==> src/rtl/downsizing_pkg.sv <==
// Shared constants and helpers for the downsizing block: legal ratio range,
// lane-index width and the tkeep legality check used by DOWNSIZING_TKEEP_EN builds.
package downsizing_pkg;

    localparam int R_MIN = 2;
    localparam int R_MAX = 8;

    function automatic int idx_width(input int r);
        return (r <= 2) ? 1 : $clog2(r);
    endfunction

    // Legal keep: lane r-1 kept and no kept lane below a dropped one.
    function automatic logic keep_legal(input logic [R_MAX-1:0] keep, input int r);
        logic legal;
        logic seen_zero;
        legal     = keep[r-1];
        seen_zero = 1'b0;
        for (int i = R_MAX - 1; i >= 0; i--) begin
            if (i < r) begin
                if (!keep[i]) begin
                    seen_zero = 1'b1;
                end else if (seen_zero) begin
                    legal = 1'b0;
                end
            end
        end
        return legal;
    endfunction

endpackage

==> src/rtl/downsizing.sv <==
// Wide-to-narrow stream downsizer: one W*R holding register, emitted lane R-1 first.
// Optional macro DOWNSIZING_TKEEP_EN adds in_tkeep to emit only the kept upper lanes.
module downsizing
    import downsizing_pkg::*;
#(
    parameter int W = 40,
    parameter int R = 2
) (
    input  logic           aclk,
    input  logic           areset,
    input  logic [W*R-1:0] in_tdata,
    input  logic           in_tvalid,
    input  logic           in_tlast,
`ifdef DOWNSIZING_TKEEP_EN
    input  logic [R-1:0]   in_tkeep,
`endif
    output logic           in_tready,
    output logic [W-1:0]   out_tdata,
    output logic           out_tvalid,
    output logic           out_tlast,
    input  logic           out_tready
);

    localparam int             IW      = idx_width(R);
    localparam logic [IW-1:0]  IDX_TOP = IW'(R - 1);

    generate
        if (R < R_MIN || R > R_MAX) begin : g_bad_ratio
            $error("downsizing: parameter R outside legal range");
        end
    endgenerate

    logic [W*R-1:0] data_q, data_d;
    logic           last_q, last_d;
    logic           full_q, full_d;
    logic [IW-1:0]  idx_q,  idx_d;
`ifdef DOWNSIZING_TKEEP_EN
    logic [R-1:0]   keep_q, keep_d;
`endif

    logic [IW-1:0]  low_idx;
    logic           at_low;
    logic           in_fire;
    logic           out_fire;
    logic [W-1:0]   out_data;

    // Lowest lane of the held word that will be emitted; the word is released there.
    always_comb begin
`ifdef DOWNSIZING_TKEEP_EN
        low_idx = IDX_TOP;
        for (int k = R - 1; k >= 0; k--) begin
            if (keep_q[k]) begin
                low_idx = IW'(k);
            end
        end
`else
        low_idx = '0;
`endif
    end

    always_comb begin
        out_data = '0;
        for (int k = 0; k < R; k++) begin
            if (idx_q == IW'(k)) begin
                out_data = data_q[k*W +: W];
            end
        end
    end

    assign at_low     = (idx_q == low_idx);
    assign in_tready  = !areset && (!full_q || (out_tready && at_low));
    assign in_fire    = in_tvalid && in_tready;
    assign out_fire   = full_q && out_tready;
    assign out_tvalid = full_q;
    assign out_tdata  = out_data;
    assign out_tlast  = full_q && last_q && at_low;

    always_comb begin
        data_d = data_q;
        last_d = last_q;
        full_d = full_q;
        idx_d  = idx_q;
`ifdef DOWNSIZING_TKEEP_EN
        keep_d = keep_q;
`endif
        // A new word may be loaded in the same cycle the last lane leaves.
        if (in_fire) begin
            data_d = in_tdata;
            last_d = in_tlast;
            full_d = 1'b1;
            idx_d  = IDX_TOP;
`ifdef DOWNSIZING_TKEEP_EN
            keep_d = in_tkeep;
`endif
        end else if (out_fire) begin
            if (at_low) begin
                full_d = 1'b0;
                idx_d  = IDX_TOP;
            end else begin
                idx_d  = idx_q - IW'(1);
            end
        end
    end

    always_ff @(posedge aclk) begin
        if (areset) begin
            full_q <= 1'b0;
            idx_q  <= IDX_TOP;
        end else begin
            full_q <= full_d;
            idx_q  <= idx_d;
        end
    end

    // Payload flops carry no reset; full_q alone says whether they mean anything.
    always_ff @(posedge aclk) begin
        data_q <= data_d;
        last_q <= last_d;
`ifdef DOWNSIZING_TKEEP_EN
        keep_q <= keep_d;
`endif
    end

    a_valid_stable: assert property (@(posedge aclk) disable iff (areset)
        (out_tvalid && !out_tready) |=> out_tvalid);

    a_idx_idle: assert property (@(posedge aclk) disable iff (areset)
        !full_q |-> (idx_q == IDX_TOP));

`ifdef DOWNSIZING_TKEEP_EN
    a_keep_legal: assert property (@(posedge aclk) disable iff (areset)
        in_fire |-> keep_legal(R_MAX'(in_tkeep), R));
`endif

endmodule

==> config.mk <==
export PLATFORM = sky130hd
export DESIGN_NAME = downsizing
export DESIGN_NICKNAME = d
export VERILOG_FILES = /design/src/rtl/downsizing_pkg.sv /design/src/rtl/downsizing.sv
export SDC_FILE = /design/constraint.sdc
export NUM_CORES = 1
export LEC_CHECK = 0
export CORE_MARGIN = 4
export CORE_UTILIZATION = 28
export CTS_CLUSTER_SIZE = 28
export DETAILED_ROUTE_END_ITERATION = 8
export SLEW_MARGIN = 20
export SYNTH_ARGS = -nofsm -noshare
export SYNTH_HDL_FRONTEND = slang
export SYNTH_SLANG_ARGS = --single-unit
==> constraint.sdc <==
create_clock -name aclk -period 6.4 [get_ports aclk]
set_clock_uncertainty 0.05 [all_clocks]
set_input_delay 0.64 -clock aclk [delete_from_list [all_inputs] [get_ports aclk]]
set_output_delay 0.64 -clock aclk [all_outputs]
set_load 0.005 [all_outputs]
; Yosys cells after proc, flatten, opt, wreduce, memory -nomap -nowiden
; Index checks and enable logic that the tools add are counted.
[totals]
ff_bits = 83
inputBits = 85
out_inout_bits = 43
elab_cells = 24
[classes]
n_addsub = 1
n_eq_ne = 1
muxes = 5
bitwise = 1
n_reduce_logical = 12
[ops]
columns = cell, n
row1 = 40-bit 2-to-1 mux, 1
row2 = 1-bit logical AND, 6
row3 = 1-bit 2-to-1 mux, 4
row4 = 1-bit zero test, 2
row5 = 2-bit by 1-bit != test with 1-bit output (second input constant), 1
row6 = 2-bit AND reduction, 1
row7 = 2-bit nonzero test, 1
row8 = 2-bit OR reduction, 1
row9 = 1-bit logical OR, 1
row10 = 1-bit inverter, 1
row11 = 1-bit subtractor (second input constant), 1

; Longest topological paths before layout
[logic_depth]
word_depth = 7
mapped_depth = 4
mapped_depth_nobuf = 3

; Worst setup path after synthesis
; Ideal clock, no wire load.
[synth_path]
path_kind = input to register
startpoint = input port out_tready
endpoint = register data_q[0], enable pin
setup_time_ns = 0.449
arrival_time_ns = 2.767
required_ns = 5.901
slack_ns = 3.134
path_stages = 3
n_path_buf = 0
cell_sequence = nand2b_4 > a21oi_2 > and2_1
[synth_between]
elab_chain_len = 4
[synth_lines]
columns = item, line_no
row1 = start: declaration, downsizing.sv:21  ; input logic out_tready
row2 = 1-bit logical AND, downsizing.sv:71  ; assign in_tready = !areset && (!full_q || (out_tready && at_low));
row3 = 1-bit logical OR, downsizing.sv:71
row4 = 1-bit logical AND, downsizing.sv:71
row5 = named net in_tready, downsizing.sv:17  ; output logic in_tready,
row6 = 1-bit logical AND, downsizing.sv:72  ; assign in_fire = in_tvalid && in_tready;
row7 = end signal: assignment, downsizing.sv:117  ; data_q <= data_d;
row8 = end: declaration, downsizing.sv:33  ; logic [W*R-1:0] data_q, data_d;
; The timed path passes the listed nets, and every way through them passes these cells.
; A chain may end at the register's enable or synchronous reset.

; Worst setup path after layout
[layout_path]
startpoint = register idx_q
endpoint = output port out_tdata[28]
[layout_between]
elab_chain_len = 1
[layout_lines]
columns = item, line_no
row1 = start: declaration, downsizing.sv:36  ; logic [IW-1:0] idx_q, idx_d;
row2 = start signal: assignment, downsizing.sv:111  ; idx_q <= idx_d;
row3 = 40-bit 2-to-1 mux, downsizing.sv:64  ; if (idx_q == IW'(k)) begin
row4 = end: declaration, downsizing.sv:18  ; output logic [W-1:0] out_tdata,
; Every way passes these cells.

==> flow_summary.toml <==
[status]
status = "complete, no violations"

[timing]
worst_slack_ns = 3.720
fin_crit_ns = 2.680
relSlewSlack = 0.5926
setup_violations = 0
min_period_over_period = 0.4187
fmax_ghz = 0.3732
tightest_slew_ns = 0.6110
final_hold_viol_count = 0
fin_setup_tns_ns = 0
final_max_slew_viol_count = 0
rsz0062_at_grt = "false"

[detailed_routing]
avgViaCountPerCell = 4.162
wl_mm = 6.304
firstDrtPassIters = 4
drt-initial-drc-count = 49
vias = 1719
drcViolationCount = 0
ant_nets = 0
routedWlPerCell_um = 15.26

[yosys]
synth_top_area_cell = "edfxtp_1"
syn-cell-area_mm2 = 0.003059
ys_seq_area_frac = 0.8082
syn_inst = 139
synth_edf_count = 81
postSynth.asyncResetShare = 0
synth_seq_cells = 83
yosys_warnings = 0
synth_cell_types = 15
yosysMostFrequentCell = "edfxtp_1"
synth.top_cells.by_area = "edfxtp_1, mux2_2, buf_6"
syn_area_per_cell_um2 = 22.01
yosysTopAreaCellShare = 0.7951
ys.flop_type = "edfxtp_1"
yosys-top-cells-count = "edfxtp_1, mux2_2, buf_6"
syn-num-nets = 224

[flow_run]
drv_cap = 0

[clock_tree]
clkLatencyLatePin_ns = 0.34
htreeDepth = 3
cts_tree = "built"
cts_setup_buffers = 0
cts.sinks = 83
cts_root_buffer = "clkbuf_8"
hold_buffers = 0
cts_made_buffers = 9
path_clk_slew_ns = 0.08
clockBufferDepth = 2
cts_resized = 0

[final_layout]
antennaDiodeCount = 0
layout.nets = 358
drive_gt1_frac = 0.2130
nFillCells = 950
areaGrowthSynthToFinish_pct = 52.35

[die]
start_util = 0.2924
core_mm2 = 0.01046
ios = 128
die_x_um = 112.5
num_rows = 37
die_area_mm2 = 0.01266
dieHeight_um = 112.5

[critical_path]
critPathLaunchType = "flip-flop"
crit_path_end_kind = "primary output"
cp.buffers_inverters = 1
arrival_ns = 1.99
crit_chain = "mux2_2, clkdlybuf4s50_1"
ff2ff_path_depth = 4
critPathKind = "flip-flop to primary output"
crit_path_start = "idx_q$_SDFFE_PP1P_"
crit_fanout = 44
crit_slowest_cell = "dfxtp_4"
r2r_start = "idx_q$_SDFFE_PP1P_"
crit_required_ns = 5.71
cpPeakStageDelay_ns = 0.75
cp.depth = 2
path_delay_family = "flip-flops"

[grt]
grt_max_degree = 82
grt.overflow.total = 0
antenna_found_initial = 0
grt_usage = 0.09928
grt_first_pass_wirelength_mm = 9.811
grt_pass1_vias = 1970

[hold_path]
min_path_cells = 2
hold_class = "flip-flop to flip-flop"
hp-start = "out_tvalid$_SDFFE_PP0P_"

[power]
cellLeakagePower_nw = 1.574
p_total_w = 0.001114
p_per_area_mw_per_mm2 = 239.1
ir_drop_mv = 0.1229

[place]
io_buffers = 127
dp_slack_ns = 3.594
gp_congestion = 0.7325
per-stage QoR:
stage	std cells	util	cell area (um2)	hold slack [ns]
after floorplan	139	-	3059	0.5181
after global placement	397	0.4251	4448	0.5435
after detailed placement	397	0.4251	4448	0.5448
after CTS	412	0.4426	4631	0.5581
after global routing	413	0.4455	4661	0.6056
final	413	0.4455	4661	0.5674
cell usage in the layout, fill, tap and decap left out, types with 2 or more instances in the layout:
cell and n:
edfxtp_1 81, mux2_2 38, clkinvlp_4 2, clkdlybuf4s50_1 127
clkinv_2 2, clkbuf_8 9, mux2_4 2, nor2_1 2
state kept, by name, summed over array words and instances, names as in the netlist:
name and flops:
last_q 1, data_q 80, out_tvalid 1, idx_q 1
layer usage:
layer,vias to the layer above,GRT usage,part of all wire
met2,77,0.1609,0.48
met4,0,0.04567,0.017
li1,812,-,-
met5,-,0,0
met1,820,0.1186,0.43
met3,10,0.03504,0.074
where the power goes:
| group | internal, W | leakage (nW) | switching [W] | total, W |
|---|---|---|---|---|
| combinational | 0.0000905 | 0.719 | 0.0000334 | 0.000124 |
| clock | 0.000177 | 0.0881 | 0.000181 | 0.000358 |
| sequential | 0.000621 | 0.767 | 0.0000105 | 0.000632 |
| total | 0.000889 | 1.57 | 0.000225 | 0.00111 |
tightest hold or removal path: cells and delay by family (launching register included):
family	cells	cell delay [ns]
compound gates	1	0.15
flops	1	0.38
simple gates	1	0.05
kinds of logic (layout without fill, tap and decap cells):
group           count (synthesis)  after routing  synth area share
compound gates                  4              4          0.009816
buf+inv                         5            143           0.01840
flops                          83             83            0.8082
mux                            40             40            0.1497
simple gates                    7              7           0.01391
area by class of cell:
cell class / count / area (um2) / area share
Sequential cell: 83 / 2476 / 0.5313
Tap cell: 136 / 170.2 / 0.03651
Multi-Input combinational cell: 51 / 533.0 / 0.1144
Clock inverter: 5 / 55.05 / 0.01181
Timing Repair Buffer: 128 / 1299 / 0.2787
Clock buffer: 10 / 127.6 / 0.02738
path summary, 6_finish.rpt:
path	slack [ns]	end
worst max register to register	4.31	data_q[68]$_DFFE_PP_
worst max-delay path	3.72	out_tdata[28]
worst min-delay path	0.57	out_tvalid$_SDFFE_PP0P_
worst min register to register	0.57	out_tvalid$_SDFFE_PP0P_
Power figures use the tool's default switching activity.
